<file path="config.mk">
export PLATFORM = sky130hd
export DESIGN_NAME = ex_div_ctrl
export DESIGN_NICKNAME = d
export VERILOG_FILES = /design/src/rtl/div_pkg.sv /design/src/rtl/div_step.sv /design/src/rtl/ex_div_ctrl.sv
export SDC_FILE = /design/constraint.sdc
export NUM_CORES = 1
export LEC_CHECK = 0
export ABC_AREA = 1
export CAP_MARGIN = 30
export CORE_MARGIN = 2
export CORE_UTILIZATION = 30
export CTS_CLUSTER_SIZE = 14
export DETAILED_ROUTE_END_ITERATION = 10
export PLACE_DENSITY = 0.46
export SLEW_MARGIN = 20
export SYNTH_ARGS = -nofsm -noshare
export SYNTH_HDL_FRONTEND = slang
export SYNTH_HIERARCHICAL = 1
export SYNTH_SLANG_ARGS = --single-unit
</file>
<file path="constraint.sdc">
create_clock -name clk -period 2.3 [get_ports clk]
set_input_delay 0.345 -clock clk [delete_from_list [all_inputs] [get_ports clk]]
set_output_delay 0.345 -clock clk [all_outputs]
set_load 0.05 [all_outputs]
</file>
<file path="src/rtl/div_pkg.sv">
// Shared types and constants for the EX-stage divide sequencer.
package div_pkg;

  localparam int                 DIV_XLEN   = 32;
  localparam logic [DIV_XLEN-1:0] DIV_ZERO_Q = 32'hFFFF_FFFF;

  typedef enum logic [1:0] {
    IDLE = 2'b00,
    CALC = 2'b01,
    FIX  = 2'b10,
    DONE = 2'b11
  } div_state_e;

  typedef enum logic [1:0] {
    OP_DIV  = 2'b00,
    OP_DIVU = 2'b01,
    OP_REM  = 2'b10,
    OP_REMU = 2'b11
  } div_op_e;

  // Bit 0 of the op code clear means a signed operation.
  function automatic logic op_is_signed(input logic [1:0] op);
    return ~op[0];
  endfunction

  // Bit 1 of the op code set means the remainder is returned.
  function automatic logic op_is_rem(input logic [1:0] op);
    return op[1];
  endfunction

endpackage

</file>
<file path="src/rtl/div_step.sv">
// One radix-2 restoring division step: shift the next dividend bit into the
// partial remainder, trial-subtract the divisor, keep the difference if it
// did not borrow, and shift the resulting quotient bit in from the right.
module div_step #(
  parameter int XLEN = 32
) (
  input  logic [XLEN-1:0] rem_i,
  input  logic [XLEN-1:0] quo_i,
  input  logic [XLEN-1:0] dvs_i,
  output logic [XLEN-1:0] rem_o,
  output logic [XLEN-1:0] quo_o
);

  logic [XLEN:0]   shifted;
  logic [XLEN+1:0] diff;
  logic            borrow;

  assign shifted = {rem_i, quo_i[XLEN-1]};
  assign diff    = {1'b0, shifted} - {2'b00, dvs_i};
  assign borrow  = diff[XLEN+1];

  // Restore on borrow; either way the kept value fits in XLEN bits.
  always_comb begin
    rem_o = borrow ? shifted[XLEN-1:0] : diff[XLEN-1:0];
    quo_o = {quo_i[XLEN-2:0], ~borrow};
  end

endmodule

</file>
<file path="src/rtl/ex_div_ctrl.sv">
// EX-stage multi-cycle divide sequencer (DIV/DIVU/REM/REMU).
// Define DIV_EARLY_OUT_EN to let divide-by-zero and signed-overflow
// operations jump straight from IDLE to DONE with the override result.
module ex_div_ctrl
  import div_pkg::*;
#(
  parameter int XLEN = DIV_XLEN,
  parameter int RD_W = 6
) (
  input  logic            clk,
  input  logic            rst,
  input  logic            start,
  input  logic [1:0]      div_op,
  input  logic [XLEN-1:0] dividend,
  input  logic [XLEN-1:0] divisor,
  input  logic [RD_W-1:0] rd_addr_in,
  input  logic            flush,
  output logic            stall_req,
  output logic            busy,
  output logic            result_valid,
  output logic [XLEN-1:0] result,
  output logic [RD_W-1:0] rd_addr_out
);

  localparam int              CNT_W   = $clog2(XLEN);
  localparam logic [XLEN-1:0] INT_MIN = {1'b1, {(XLEN-1){1'b0}}};

  div_state_e       state_q;
  logic [CNT_W-1:0] count_q, count_d;
  logic [1:0]       op_q;
  logic [RD_W-1:0]  rd_lat_q, rd_out_q;
  logic [XLEN-1:0]  dvd_q, dvs_q, rem_q, quo_q, result_q;
  logic             q_neg_q, r_neg_q, zero_q, ovf_q;

  logic             start_ok, in_signed, in_dz, in_ovf;
  logic [XLEN-1:0]  dvd_mag, dvs_mag, step_rem, step_quo, q_fix, r_fix;

  // Picks quotient or remainder, letting the special cases override it.
  function automatic logic [XLEN-1:0] fix_result(
    input logic [1:0]      op,
    input logic            dz,
    input logic            ovf,
    input logic [XLEN-1:0] dvd,
    input logic [XLEN-1:0] q,
    input logic [XLEN-1:0] r
  );
    if (dz)  return op_is_rem(op) ? dvd : XLEN'(DIV_ZERO_Q);
    if (ovf) return op_is_rem(op) ? '0 : INT_MIN;
    return op_is_rem(op) ? r : q;
  endfunction

  assign start_ok  = start & ~flush & (state_q == IDLE);
  assign in_signed = op_is_signed(div_op);
  assign in_dz     = (divisor == '0);
  assign in_ovf    = in_signed & (dividend == INT_MIN) & (divisor == '1);
  assign dvd_mag   = (in_signed & dividend[XLEN-1]) ? -dividend : dividend;
  assign dvs_mag   = (in_signed & divisor[XLEN-1])  ? -divisor  : divisor;
  assign count_d   = count_q + CNT_W'(1);
  assign q_fix     = q_neg_q ? -quo_q : quo_q;
  assign r_fix     = r_neg_q ? -rem_q : rem_q;

  assign stall_req    = start_ok | (state_q == CALC) | (state_q == FIX);
  assign busy         = (state_q != IDLE);
  assign result_valid = (state_q == DONE);
  assign result       = result_q;
  assign rd_addr_out  = rd_out_q;

  div_step #(.XLEN(XLEN)) u_step (
    .rem_i (rem_q),
    .quo_i (quo_q),
    .dvs_i (dvs_q),
    .rem_o (step_rem),
    .quo_o (step_quo)
  );

  // Sequencer FSM: capture, iterate, sign-fix, present for one cycle.
  always_ff @(posedge clk or negedge rst) begin
    if (!rst) begin
      state_q  <= IDLE;
      count_q  <= '0;
      op_q     <= '0;
      rd_lat_q <= '0;
      rd_out_q <= '0;
      dvd_q    <= '0;
      dvs_q    <= '0;
      rem_q    <= '0;
      quo_q    <= '0;
      result_q <= '0;
      q_neg_q  <= 1'b0;
      r_neg_q  <= 1'b0;
      zero_q   <= 1'b0;
      ovf_q    <= 1'b0;
    end else begin
      case (state_q)
        IDLE: begin
          if (start_ok) begin
            op_q     <= div_op;
            rd_lat_q <= rd_addr_in;
            dvd_q    <= dividend;
            dvs_q    <= dvs_mag;
            rem_q    <= '0;
            quo_q    <= dvd_mag;
            count_q  <= '0;
            q_neg_q  <= in_signed & (dividend[XLEN-1] ^ divisor[XLEN-1]);
            r_neg_q  <= in_signed & dividend[XLEN-1];
            zero_q   <= in_dz;
            ovf_q    <= in_ovf;
`ifdef DIV_EARLY_OUT_EN
            if (in_dz | in_ovf) begin
              result_q <= fix_result(div_op, in_dz, in_ovf, dividend, '0, '0);
              rd_out_q <= rd_addr_in;
              state_q  <= DONE;
            end else begin
              state_q  <= CALC;
            end
`else
            state_q  <= CALC;
`endif
          end
        end
        CALC: begin
          if (flush) begin
            state_q <= IDLE;
          end else begin
            rem_q   <= step_rem;
            quo_q   <= step_quo;
            count_q <= count_d;
            if (count_q == CNT_W'(XLEN - 1)) state_q <= FIX;
          end
        end
        FIX: begin
          if (flush) begin
            state_q <= IDLE;
          end else begin
            result_q <= fix_result(op_q, zero_q, ovf_q, dvd_q, q_fix, r_fix);
            rd_out_q <= rd_lat_q;
            state_q  <= DONE;
          end
        end
        default: state_q <= IDLE;
      endcase
    end
  end

endmodule
</file>
======== Yosys cells after proc, flatten, opt, wreduce, memory -nomap -nowiden ========
Index checks and enable logic that the tools add are counted.
word-level totals
  RAM bits ................................ 0
  memories ................................ 0
  bits of input ports ..................... 76
  output and inout port bits .............. 41
  logic and storage cells ................. 83
  ROM bits ................................ 0
  bits in latches ......................... 0
  bits in registers ....................... 185
cells by class
  bitwise gates (word level) .............. 13
  reduce and logical (&&, ||, !) cells .... 8
  shift operators ......................... 0
  equal/unequal tests ..................... 9
  div/mod/pow operators ................... 0
  multiplexer cells ....................... 33
  magnitude comparators ................... 0
  $add $sub $neg .......................... 6
  multipliers ............................. 0
operator list
  cell                  count
  $mux 32               16
  $neg 32->32           4
  $pmux 32 s2           2
  $eq 32x32->1 const B  2
  $sub 33x32->34        1
  $logic_not 32->1      1
  $mux 5                2
  $pmux 5 s2            1
  $mux 2                4
  $and 1x1->1           7
  $mux 1                7
  $pmux 2 s3            1
  $reduce_and 2->1      3
  $add 5x1->5 const B   1
  $eq 5x5->1 const B    1
  $eq 2x2->1 const B    2
  $ne 2x2->1 const B    2
  $reduce_bool 2->1     2
  $ne 3x2->1 const B    1
  $not 1->1             3
  $reduce_and 3->1      1
  $eq 2x1->1 const B    1
  $logic_not 2->1       1
  $or 1x1->1            2
  $xor 1x1->1           1

======== Logic depth before layout (Yosys ltp) ========
  word-level depth ........................ 8
  mapped depth ............................ 17
  depth with buffers taken out ............ 17

======== By module ========
Netlist, hierarchy kept.
modules (own cells, without submodules)
  module       instances  cells an instance  seq. area each (um^2)  area an instance (um^2)
  ex_div_ctrl  1          1673               4604.4                 11582.4
  div_step     1          670                0.0                    3358.2

======== Worst setup path before layout ========
Ideal clock, no wire load.
  path kind ............................... register to register
  from .................................... register quo_q[31]
  to ...................................... register rem_q[28]
  data arrival time ....................... 1.931 ns
  setup slack ............................. 0.241 ns
  path buffers ............................ 0
  stages on the path, launching flop included .. 17
  required time ........................... 2.172 ns
  setup time .............................. 0.128 ns
  cell sequence ........................... dfrtp_1 -> inv_1 -> ha_1 -> inv_1 -> fa_1 -> nand3_1 -> nand3_1 -> nand2_1 -> nand2_1 -> nand2_1 -> nand2_1 -> nand2_1 -> nand3_1 -> nand3_1 -> nand2_1 -> nand3_1 -> o21ai_1
between the ends
  cells in the longest elaborated chain, start to end .. 4
ends and longest elaborated chain
  what                    line                RTL
  from (decl)             ex_div_ctrl.sv:32   logic [XLEN-1:0] dvd_q, dvs_q, rem_q, quo_q, result_q;
  from (signal assigned)  ex_div_ctrl.sv:102  quo_q <= dvd_mag;
  from (signal assigned)  ex_div_ctrl.sv:126  quo_q <= step_quo;
  $sub 33x32->34          div_step.sv:19      assign diff = {1'b0, shifted} - {2'b00, dvs_i};
  $mux 32                 div_step.sv:24      rem_o = borrow ? shifted[XLEN-1:0] : diff[XLEN-1:0];
  named net step_rem[28]  ex_div_ctrl.sv:36   logic [XLEN-1:0] dvd_mag, dvs_mag, step_rem, step_quo, q_fix, r_fix;
  $mux 32                 ex_div_ctrl.sv:122  if (flush) begin
  $pmux 32 s2             ex_div_ctrl.sv:94   case (state_q)
  to (signal assigned)    ex_div_ctrl.sv:125  rem_q <= step_rem;
  to (decl)               ex_div_ctrl.sv:32
The timed path passes the listed nets, and every way through them passes these cells. The select of a mux whose other input is x is not followed.
A chain may end at the register's enable or synchronous reset.

======== Worst setup path in the final report ========
  from .................................... register rem_q[13]
  to ...................................... register rem_q[9]
between the ends
  cells in the longest elaborated chain, start to end .. 4
ends and longest elaborated chain
  what                   line
  $sub 33x32->34         div_step.sv:19
  $mux 32                div_step.sv:24
  named net step_rem[9]  ex_div_ctrl.sv:36
  $mux 32                ex_div_ctrl.sv:122
  $pmux 32 s2            ex_div_ctrl.sv:94
The timed path passes the listed nets, and every way through them passes these cells. The select of a mux whose other input is x is not followed.

==> impl_metrics.json <==
{
  "synth_top_flop_cell": "dfrtp_1",
  "place_inst": 3183,
  "n_fill_cell": 5411,
  "slew_viol_final": 0,
  "slew_headroom_pct": 53.05,
  "leakage_nw": 9.304,
  "fin_skew_ns": 0.01687,
  "dp_hpwl_mm": 47.43,
  "synth_cells": 2343,
  "ir_worst_vdd_uv": 721.4,
  "period_needed_ns": 2.240,
  "synth_seq_cells": 184,
  "viasPerCell": 4.914,
  "n_antenna_cell": 0,
  "rsz0062_at_grt": "yes",
  "htreeDepth": 4,
  "grt_pass1_wl_mm": 90.15,
  "start_util_pct": 30.46,
  "synth_edf_count": 0,
  "drc": 0,
  "cts_tree": "built",
  "overflow": 0,
  "yosysWarnings": 6,
  "report.final.hold_viol_count": 0,
  "yosys.cell_types.count": 53,
  "hp-class": "in2async",
  "die-area_um2": 51600,
  "worst_pin_slew_ns": 0.7043,
  "crit_required_ns": 2.71,
  "cp_slowest_cell": "dfrtp_1",
  "reg2reg_depth": 14,
  "r2r_end": "rem_q[9]",
  "reg2reg_slack_ns": 0.06,
  "critPathMaxFanout": 6,
  "first_pass_iters": 6,
  "grt_util_met3_pct": 3.588,
  "async_flop_share_pct": 100.0,
  "instances_no_fill": 3228,
  "ctsRootBufferMaster": "clkbuf_16",
  "synthesis.nets": 2459,
  "slowest_delay_ns": 0.46,
  "pin_count": 117,
  "crit_type": "reg2reg",
  "critPathCaptureType": "register",
  "cp_cell_sequence": "ha_4 -> nand2_1 -> nor2_2 -> nand2_1 -> inv_1 -> nand2_2 -> nand2_2 -> nand2_4 -> nand2_8 -> clkbuf_16 -> nand2_1 -> nand2_1 -> nand2_1 -> o21ai_0",
  "crit_arrival_ns": 2.65,
  "grt_pass1_vias": 14966,
  "fin_crit_sh_pct": 97.37,
  "die_x_um": 227.2,
  "clk_latency_ns": 0.51,
  "vias": 15863,
  "status": "finished clean",
  "first_iter_violations": 1343,
  "grt_start_max_net_pins": 73,
  "cts_sinks": 184,
  "maxCapViolCount": 0,
  "met2_usage_pct": 35.59,
  "startpoint_type": "register",
  "areaGrowthSynthToFinish_pct": 27.81,
  "drive_gt1_share_pct": 16.19,
  "fin_setup_tns_ns": 0,
  "post_drt_wl_per_cell_um": 18.61,
  "antenna_found_initial": 0,
  "fin_nets": 2667,
  "die_y_um": 227.2,
  "place_congestion": 0.9522,
  "power_density_nw_per_um2": 1534,
  "setup_viol": 0,
  "num_rows": 81,
  "portBuffers": 116,
  "design.core.area_um2": 49050,
  "clockBufferDepth": 2,
  "clk_pin_slew_ns": 0.09,
  "grtUsageTotal_pct": 23.40,
  "avgSynthCellArea_um2": 6.377,
  "cp_common_cell": "nand2_1",
  "yosysSeqAreaShare_pct": 30.82,
  "grtUsageMet1_pct": 34.63,
  "cts_buffers": 17,
  "wl_mm": 60.07,
  "detail-route-antenna-nets": 0,
  "busiest_layer": "met2",
  "r2r_start": "rem_q[13]",
  "netlist_area_um2": 14940,
  "clock.fmax_mhz": 446.5
}
worst max-delay path by stage:
stage,from,endpoint,slack (ns),cells past startpoint
2_1_floorplan,quo_q[31],rem_q[28],0.24,16
3_3_place_gp,dvs_q[24],rem_q[28],-0.16,14
3_5_place_dp,dividend[10],quo_q[31],-0.19,10
4_1_cts,state_q[1],result_valid,0.003,3
5_1_grt,rem_q[8],rem_q[20],-0.06,13
6_report,rem_q[13],rem_q[9],0.06,14
critical path: cells and delay by family (launching register included):
kind	cells	cell delay, ns
flip-flops	1	0.46
AO/OA/AOI/OAI	1	0.21
AND/OR/NAND/NOR	10	0.91
buffers and inverters	2	0.24
adder cells (fa/ha/maj)	1	0.33
logic make-up (layout without fill, tap and decap cells):
family / count (synthesis) / in the layout / synth area share [%]
buf+inv: 414 / 635 / 11.78
simple gates: 1324 / 1324 / 39.30
xor+xnor: 40 / 40 / 2.345
flops: 184 / 184 / 30.82
fa+ha+maj: 40 / 40 / 3.400
compound gates: 341 / 341 / 12.35
flip-flops by register name, indices dropped and copies added, names as in the netlist:
signal       cells
count_q          5
dvd_q           32
dvs_q           32
op_q             1
ovf_q            1
q_neg_q          1
quo_q           32
r_neg_q          1
rd_addr_out      6
rd_lat_q         6
rem_q           32
result          32
state_q          2
zero_q           1
placed cells by master, fill, tap and decap left out, types with 5 or more instances in the layout:
cell type / count
and2_1: 10
nor3_1: 13
or2_0: 6
o21ai_1: 36
clkdlybuf4s50_1: 112
inv_1: 260
nor2_1: 256
o211ai_1: 26
nand4_1: 43
nand3b_1: 12
nand2_2: 33
ha_4: 27
dfrtp_2: 5
nor3_2: 5
xor2_1: 37
buf_12: 11
buf_4: 169
nand3_2: 23
dfrtp_1: 179
nand2_1: 612
inv_2: 38
ha_1: 11
a21oi_1: 76
nand2_4: 5
nor2_2: 26
nand3_1: 249
clkbuf_16: 19
nor2_4: 9
o21ai_0: 167
a31oi_1: 17
final cells by class:
class,count,area [um^2],share of cell area [%]
sequential,184,4611,24.14
clock buffer,17,425.4,2.228
inverter,299,1122,5.877
tap,664,830.8,4.351
clock inverter,15,161.4,0.8452
timing repair buffer,304,2784,14.58
multi-input combinational,1745,9161,47.98
Yosys cell counts (2+ instances only):
cell	number	area, um^2
ha_1	39	488.0
o211ai_1	26	195.2
o31ai_2	2	25.02
dfrtp_1	184	4604
o22ai_1	4	25.02
nor3_1	16	80.08
nand3b_1	12	90.09
clkbuf_1	40	150.1
buf_4	34	255.2
nor4_1	4	25.02
buf_6	2	22.52
buf_1	8	30.03
nand3_1	257	1286
nor2_2	14	87.58
a31oi_1	17	106.4
o31ai_1	3	22.52
a21oi_1	78	390.4
inv_1	283	1062
and3_1	2	12.51
nor2_4	6	67.56
xnor2_1	2	17.52
nand2_2	4	25.02
nand2_1	644	2417
xor2_1	38	332.8
o21ai_0	172	860.8
inv_2	14	52.55
nand2_4	2	22.52
nor2_1	271	1017
buf_2	29	145.1
nor2_8	2	40.04
o21ai_1	31	155.2
nand3_2	17	170.2
nor3_4	3	48.80
and2_1	11	68.82
nor3_2	2	20.02
or2_2	3	18.77
nand4_1	43	269.0
o21bai_1	3	22.52
clkinv_1	2	7.510
or2_0	6	37.54
through the flow:
step                worst slack, ns  instance area [um^2]  util, %  hold WS, ns  total power [mW]
finish                      0.06039                 19100    38.93       0.3966             29.30
global route               -0.05937                 19100    38.93       0.3974             31.75
CTS                        0.003035                 18500    37.72       0.3716             27.89
detailed placement          -0.1857                 17760    36.20       0.3877             24.31
global placement            -0.1611                 17760    36.20       0.3814             24.28
floorplan                    0.2406                 14940        -      0.04941             17.44
where the power goes:
group | internal (mW) | leakage (nW) | switching, mW
sequential | 4.61 | 2.29 | 1.41
clock | 1.45 | 0.289 | 1.64
combinational | 7.58 | 6.73 | 12.6
total | 13.6 | 9.30 | 15.7
timing repair:
| action | in CTS | in global routing |
|---|---|---|
| setup buffers | 2 | 7 |
| pin swaps | 3 | 10 |
| gates cloned | 0 | 3 |
| hold buffers | 1 | 0 |
| resized for setup | 29 | 114 |
| setup endpoints to repair | 34 | 43 |
| hold endpoints to repair | 47 | 0 |
per-layer routing:
metal  wire [um]  part of all wire [%]  vias to the layer above
li1            -                     -                     7969
met1       29830                    50                     7452
met2       26210                    44                      403
met3        3043                   5.1                       39
met4         976                   1.6                        0
met5           0                     0                        -
Note: power is estimated with default switching activity, not from simulation.
